===== config.mk =====
export PLATFORM = sky130hd
export DESIGN_NAME = wr_rd_ptr_sync_status
export DESIGN_NICKNAME = d
export VERILOG_FILES = /design/src/rtl/wr_rd_ptr_sync_status.sv
export SDC_FILE = /design/constraint.sdc
export NUM_CORES = 1
export LEC_CHECK = 0
export ABC_AREA = 1
export CAP_MARGIN = 5
export CORE_ASPECT_RATIO = 0.6
export CORE_UTILIZATION = 43
export CTS_CLUSTER_SIZE = 28
export DETAILED_ROUTE_END_ITERATION = 8
export GPL_TIMING_DRIVEN = 0
export PLACE_DENSITY = 0.76
export REMOVE_ABC_BUFFERS = 1
export SLEW_MARGIN = 20
export SYNTH_ARGS = -nofsm -noshare
export SYNTH_HDL_FRONTEND = slang
export SYNTH_SLANG_ARGS = --single-unit

===== constraint.sdc =====
create_clock -name wr_clk -period 2.85 [get_ports wr_clk]
set_clock_uncertainty 0.1 [all_clocks]
set_input_delay 0.285 -clock wr_clk [delete_from_list [all_inputs] [get_ports wr_clk]]
set_output_delay 0.285 -clock wr_clk [all_outputs]
set_load 0.1 [all_outputs]

===== src/rtl/wr_rd_ptr_sync_status.sv =====
// Write-domain receiver for the Gray read pointer: synchronizer, fill level, almost-full and sticky errors.
// Optional high-water mark on wr_peak is enabled by defining WR_STATUS_PEAK_EN.
module wr_rd_ptr_sync_status #(
  parameter int ADDR_WIDTH  = 6,
  parameter int SYNC_STAGES = 2,
  parameter int AF_THRESH   = 60
) (
  input  logic                  wr_clk,
  input  logic                  wr_rst_n,
  input  logic [ADDR_WIDTH:0]   rd_ptr,
  input  logic [ADDR_WIDTH:0]   wr_ptr,
  input  logic                  wr_en,
  input  logic                  full,
  input  logic                  err_clr,
  output logic [ADDR_WIDTH:0]   rd_sync_to_wr,
  output logic [ADDR_WIDTH:0]   wr_level,
  output logic                  almost_full,
  output logic                  level_valid,
  output logic                  overflow_err,
  output logic                  ptr_err,
  output logic [ADDR_WIDTH:0]   wr_peak
);

  localparam int PW = ADDR_WIDTH + 1;
  localparam logic [PW-1:0] DEPTH_V  = {1'b1, {ADDR_WIDTH{1'b0}}};
  localparam logic [PW-1:0] AF_T     = AF_THRESH[PW-1:0];
  localparam logic [2:0]    FLUSH_TC = 3'(SYNC_STAGES);

  function automatic logic [PW-1:0] gray2bin(input logic [PW-1:0] g);
    logic [PW-1:0] b;
    b[PW-1] = g[PW-1];
    for (int i = PW - 2; i >= 0; i--) b[i] = b[i+1] ^ g[i];
    return b;
  endfunction

  logic [PW-1:0] r_sync [SYNC_STAGES];
  logic [PW-1:0] r_level;
  logic          r_almost_full;
  logic [2:0]    r_flush_cnt;
  logic          r_level_valid;
  logic          r_overflow_err;
  logic          r_ptr_err;

  logic [PW-1:0] w_rd_bin;
  logic [PW-1:0] w_wr_bin;
  logic [PW-1:0] w_next_level;
  logic          w_ovf_set;
  logic          w_ptr_set;

  // Plain flop chain: rd_ptr is Gray coded so only one bit moves per change.
  always_ff @(posedge wr_clk or negedge wr_rst_n) begin
    if (!wr_rst_n) begin
      for (int i = 0; i < SYNC_STAGES; i++) r_sync[i] <= '0;
    end else begin
      r_sync[0] <= rd_ptr;
      for (int i = 1; i < SYNC_STAGES; i++) r_sync[i] <= r_sync[i-1];
    end
  end

  assign rd_sync_to_wr = r_sync[SYNC_STAGES-1];

  assign w_rd_bin     = gray2bin(rd_sync_to_wr);
  assign w_wr_bin     = gray2bin(wr_ptr);
  assign w_next_level = w_wr_bin - w_rd_bin;

  assign w_ovf_set = wr_en && full;
  assign w_ptr_set = r_level_valid && (w_next_level > DEPTH_V);

  always_ff @(posedge wr_clk or negedge wr_rst_n) begin
    if (!wr_rst_n) begin
      r_level       <= '0;
      r_almost_full <= 1'b0;
    end else begin
      r_level       <= w_next_level;
      r_almost_full <= (w_next_level >= AF_T);
    end
  end

  // Flush counter saturates at SYNC_STAGES; valid rises one edge later and then holds.
  always_ff @(posedge wr_clk or negedge wr_rst_n) begin
    if (!wr_rst_n) begin
      r_flush_cnt   <= '0;
      r_level_valid <= 1'b0;
    end else begin
      if (r_flush_cnt != FLUSH_TC) r_flush_cnt <= r_flush_cnt + 3'd1;
      if (r_flush_cnt == FLUSH_TC) r_level_valid <= 1'b1;
    end
  end

  // Sticky flags: a set in the same cycle as err_clr wins.
  always_ff @(posedge wr_clk or negedge wr_rst_n) begin
    if (!wr_rst_n) begin
      r_overflow_err <= 1'b0;
      r_ptr_err      <= 1'b0;
    end else begin
      if (w_ovf_set)    r_overflow_err <= 1'b1;
      else if (err_clr) r_overflow_err <= 1'b0;
      if (w_ptr_set)    r_ptr_err <= 1'b1;
      else if (err_clr) r_ptr_err <= 1'b0;
    end
  end

  assign wr_level     = r_level;
  assign almost_full  = r_almost_full;
  assign level_valid  = r_level_valid;
  assign overflow_err = r_overflow_err;
  assign ptr_err      = r_ptr_err;

`ifdef WR_STATUS_PEAK_EN
  logic [PW-1:0] r_peak;

  // Clear has priority over a simultaneous update.
  always_ff @(posedge wr_clk or negedge wr_rst_n) begin
    if (!wr_rst_n) begin
      r_peak <= '0;
    end else if (err_clr) begin
      r_peak <= '0;
    end else if (r_level_valid && (w_next_level > r_peak)) begin
      r_peak <= w_next_level;
    end
  end

  assign wr_peak = r_peak;
`else
  assign wr_peak = '0;
`endif

endmodule


# After elaboration in Yosys (flattened, before gate mapping)
# Index checks and enable logic that the tools add are counted.
dict set report op_classes {
  add_sub_neg 2
  magnitude_cmp 2
  n_eq_ne 2
  muxes 3
  n_bitwise 12
  reduce_logical 4
}
# op n
set op_table {}
lappend op_table {{bitwise XOR 1 bit} 12}
lappend op_table {{greater-or-equal comparator 7 x 6 -> 1 bit (second input constant)} 1}
lappend op_table {{greater-than comparator 7 bit (second input constant)} 1}
lappend op_table {{subtractor 7 bit} 1}
lappend op_table {{nonzero test 2 bit} 2}
lappend op_table {{adder 3 x 1 -> 3 bit (second input constant)} 1}
lappend op_table {{== test 3 x 2 -> 1 bit (second input constant)} 1}
lappend op_table {{2-to-1 mux 1 bit} 3}
lappend op_table {{inequality test 3 x 2 -> 1 bit (second input constant)} 1}
lappend op_table {{logical AND 1 bit} 2}
dict set report totals {
  ff_bits 28
  inputBits 19
  out_inout_bits 25
  elab_cells 33
}

# Longest topological paths before layout
dict set report depth {
  ltp_word 10
  mapped_depth 24
}

# Worst setup path after synthesis
# Ideal clock, no wire load.
dict set report synth_timing {
  path_kind {flip-flop to flip-flop}
  start {register r_sync, in the netlist rd_sync_to_wr[6]}
  end {register r_ptr_err (netlist: ptr_err)}
  arrival_time_ns 2.671
  t_required_ns 2.630
  path_slack_ns -0.041
  path_stages_with_launch 24
  path_cell_list {dfrtp_1 nand2_1 nand3_2 nand2_4 nand2_2 nand2_4 xor2_4 xor2_2 xnor2_1 ha_1 inv_1 fa_1 nand2_1 nand2_1 nand2_4 nand2_2 nand2_1 nand2_1 nand2_1 nand2_1 nand2_1 nand2_2 nand2_1 nand2_1}
}
dict set report synth_between {
  elab_chain_len 10
}
# item line
set synth_rtl {}
lappend synth_rtl {{start: declaration} 36} ;# logic [PW-1:0] r_sync [SYNC_STAGES];
lappend synth_rtl {{bitwise XOR 1 bit (6 in series)} 32} ;# for (int i = PW - 2; i >= 0; i--) b[i] = b[i+1] ^ g[i];
lappend synth_rtl {{subtractor 7 bit (*)} 64} ;# assign w_next_level = w_wr_bin - w_rd_bin;
lappend synth_rtl {{via w_next_level[6]} 46} ;# logic [PW-1:0] w_next_level;
lappend synth_rtl {{greater-than comparator 7 bit (*)} 67} ;# assign w_ptr_set = r_level_valid && (w_next_level > DEPTH_V);
lappend synth_rtl {{logical AND 1 bit (*)} 67}
lappend synth_rtl {{2-to-1 mux 1 bit / nonzero test 2 bit (equally long branches)} n/a}
lappend synth_rtl {{end signal: assignment} 94} ;# r_ptr_err <= 1'b0;
lappend synth_rtl {{end signal: assignment} 98} ;# if (w_ptr_set) r_ptr_err <= 1'b1;
lappend synth_rtl {{end signal: assignment} 99} ;# else if (err_clr) r_ptr_err <= 1'b0;
lappend synth_rtl {{end: declaration} 42} ;# logic r_ptr_err;
# The timed path passes the listed nets; every way through them passes the cells marked *.
# A chain may end at the register's enable or synchronous reset.

# Final worst setup path
dict set report layout_timing {
  start {register r_sync, in the netlist rd_sync_to_wr[6]}
  end {register r_ptr_err (netlist: ptr_err)}
}
dict set report layout_between {
  elab_chain_len 10
}
# item line
set layout_rtl {}
lappend layout_rtl {{bitwise XOR 1 bit (*) (4 in series)} 32}
lappend layout_rtl {{bitwise XOR 1 bit (2 in series)} 32}
lappend layout_rtl {{subtractor 7 bit (*)} 64}
lappend layout_rtl {{via w_next_level[2]} 46}
lappend layout_rtl {{greater-than comparator 7 bit (*)} 67}
lappend layout_rtl {{logical AND 1 bit (*)} 67}
lappend layout_rtl {{2-to-1 mux 1 bit / nonzero test 2 bit (equally long branches)} n/a}
# Marked as above.

==> impl_metrics.py <==
metrics = {
    "outcome": {
        "status": "finished with violations",
        "violations": "negative setup slack",
    },
    "critical_path": {
        "crit_end": "ptr_err",
        "reg2reg_depth": 18,
        "rrSetupSlack_ps": -160,
        "path_cells": "inv_2 > nand2_2 > nand3_4 > nand3_4 > nand2_8 > xor2_4 > xor2_4 > xnor2_2 > ha_2 > inv_2 > fa_2 > xor2_2 > nor3_2 > nand2_1 > nor2_2 > a21oi_2 > nand2_2 > nand2_1",
        "rr_endpoint": "ptr_err",
        "crit_path_max_incr_delay_ps": 460,
        "r2r-start": "rd_sync_to_wr[6]",
        "worstPathMaxFanout": 5,
        "arrival_ps": 3090,
        "crit_start": "rd_sync_to_wr[6]",
        "end_kind": "flip-flop",
        "cp_slowest_cell": "dfrtp_2",
        "required_ps": 2930,
        "path_class": "reg -> reg",
        "start_kind": "flip-flop",
    },
    "finish": {
        "final_common_cell": "clkdlybuf4s50_1",
        "num_antenna_cells": 0,
        "final_cell_mix": "clkdlybuf4s50_1, dfrtp_1, nand2_1",
        "drive_gt1_share_pct": 33.8,
        "final_nets": 237,
        "design_area_um2": 2190,
        "area_growth_syn_to_layout_pct": 40.4,
    },
    "placement": {
        "hpwl_um": 2180,
        "port_buffers": 36,
        "place_area_um2": 1890,
        "gp_congestion": 0.728,
    },
    "timing": {
        "hold_viol_final": 0,
        "fin_setup_tns_ps": -309,
        "fmax_mhz": 332,
        "final-setup-viol-count": 3,
        "fin_crit_ps": 3010,
        "slew_headroom_pct": 34.6,
        "fin_hold_ws_ps": 255,
        "slew_viol_final": 0,
        "rsz0062_at_grt": "true",
        "worstMarginPinSlew_ps": 978,
        "post-route-period-util_pct": 106,
        "worst_slack_ps": -162,
    },
    "grt": {
        "use_met2_pct": 33.8,
        "grt-busiest-layer": "met2",
        "grt_pass1_wl_um": 5240,
        "first_global_vias": 1264,
        "use_met3_pct": 5.47,
        "grt_max_degree": 29,
        "track_usage_pct": 17.6,
        "antenna_found_initial": 0,
        "use_met1_pct": 18.5,
        "overflow": 0,
    },
    "pwr": {
        "power.density_nw_per_um2": 816,
        "vdd_ir_drop_max_v": 0.000634,
        "p_total_mw": 1.79,
        "leakage_nw": 1.07,
    },
    "logic_synthesis": {
        "synthCells": 160,
        "synth_cell_type_count": 29,
        "ys_warn_count": 0,
        "yosysSeqAreaShare_pct": 44.8,
        "ys_seq_elements": 28,
        "synth_area_um2": 1560,
        "synth.avg_cell_area_um2": 9.77,
    },
    "routing": {
        "via_per_inst": 4.51,
        "final_antenna_net_count": 0,
        "vias": 1149,
        "wl_per_cell_um": 11.8,
        "wl_um": 3020,
        "drc": 0,
        "drtPass1Iterations": 4,
        "drt-initial-drc-count": 21,
    },
    "cts": {
        "cts_buffers": 3,
        "clk_latency_ps": 270,
        "numClockSinks": 28,
        "htreeDepth": 1,
        "cts_tree": "built",
        "cts_root_buf": "clkbuf_8",
        "cts_buffer_depth": 2,
        "cts.reportedPaths.clkPinSlew_ps": 100,
    },
    "min_path": {
        "holdCritPathClass": "reg -> reg",
        "holdPathStages": 0,
    },
    "die": {
        "core_um2": 3360,
        "die_h_um": 48.7,
        "start_util_pct": 46.5,
        "placementRows": 16,
        "design.die.area_um2": 3890,
        "die-width_um": 79.8,
        "ioPinCount": 44,
    },
    "flow_run": {
        "drv_cap": 0,
    },
}
-- report_power, final --
part           leakage (nW)  switching, mW  internal (mW)  total [mW]
registers             0.324         0.0264          0.459       0.486
logic                 0.713          0.716          0.283        1.00
clock network        0.0357          0.118          0.188       0.306
total                  1.07          0.861          0.931        1.79
-- cell usage after synthesis (all sizes together) --
library cell | count | area [um2]
a21oi | 3 | 18.8
o21ai | 2 | 10.0
o211ai | 1 | 7.51
nor2 | 5 | 21.3
conb | 1 | 3.75
fa | 1 | 20.0
dfrtp | 28 | 701
clkinv | 1 | 3.75
inv | 22 | 82.6
ha | 6 | 75.1
xor2 | 6 | 86.3
nand3b | 1 | 7.51
nand2 | 46 | 235
nand3 | 16 | 123
buf | 14 | 105
a22o | 1 | 8.76
nor3 | 1 | 5.00
and2 | 1 | 6.26
xnor2 | 4 | 42.6
-- cell families (layout without fill, tap and decap cells) --
| family | Yosys count | after routing | synth area share (%) |
|---|---|---|---|
| adder cells (fa/ha/maj) | 7 | 7 | 6.08 |
| XOR/XNOR | 10 | 10 | 8.25 |
| AND/OR/NAND/NOR | 70 | 70 | 25.5 |
| flip-flops | 28 | 28 | 44.8 |
| buffers and inverters | 37 | 81 | 12.2 |
| AO/OA/AOI/OAI | 7 | 7 | 2.88 |
| other | 1 | 7 | 0.240 |
-- state kept, by name, indices dropped and copies added, names as in the netlist --
register       count
r_flush_cnt        3
overflow_err       1
level_valid        1
r_sync             7
almost_full        1
rd_sync_to_wr      7
ptr_err            1
wr_level           7
-- through the flow --
step | instances | util, % | setup slack (ps)
detailed placement | 233 | 56.3 | -705
global route | 255 | 65.3 | -323
floorplan | 152 | - | -800
CTS | 251 | 63.4 | -207
finish | 255 | 65.3 | -162
global placement | 233 | 56.4 | -626
-- worst min path at each step --
| stage | slack, ps | startpoint | endpoint |
|---|---|---|---|
| after floorplan | -110 | wr_rst_n | almost_full |
| after global placement | 230 | r_sync[12] | rd_sync_to_wr[5] |
| after detailed placement | 230 | wr_rst_n | wr_level[1] |
| after CTS | 260 | r_sync[10] | rd_sync_to_wr[3] |
| after global routing | 270 | r_sync[13] | rd_sync_to_wr[6] |
| final | 260 | r_sync[10] | rd_sync_to_wr[3] |
-- final cells by class --
class                      instances  area (um2)
tap                               45        56.3
fill                             247        1170
clock inverter                     1        30.0
timing repair buffer              54         490
clock buffer                       3        41.3
inverter                          23        86.3
sequential                        28         702
multi-input combinational        101         788
-- worst max-delay path, delay by kind of cell, from the launching register on --
| family | cells | cell delay (ps) |
|---|---|---|
| xor gates and xnor gates | 4 | 710 |
| DFF | 1 | 460 |
| AOI/OAI and AO/OA | 1 | 70 |
| buffers and inverters | 2 | 140 |
| and+or+nand+nor | 9 | 870 |
| adders and majority gates | 2 | 550 |
-- routing by layer --
layer  wire length, um  vias up
met5                 0        -
met4                11        0
met3               182        2
met2              1660       35
met1              1170      543
li1                  -      569
-- repair_timing --
| item | 4_1_cts | 5_1_grt |
|---|---|---|
| endpoints found under the hold margin | 28 | 0 |
| setup endpoints to repair | 5 | 5 |
| pin swaps | 19 | 9 |
| hold buffers | 1 | 0 |
| setup buffers | 13 | 4 |
| gates resized for setup | 19 | 7 |
Note: power is estimated with default switching activity, not from simulation.
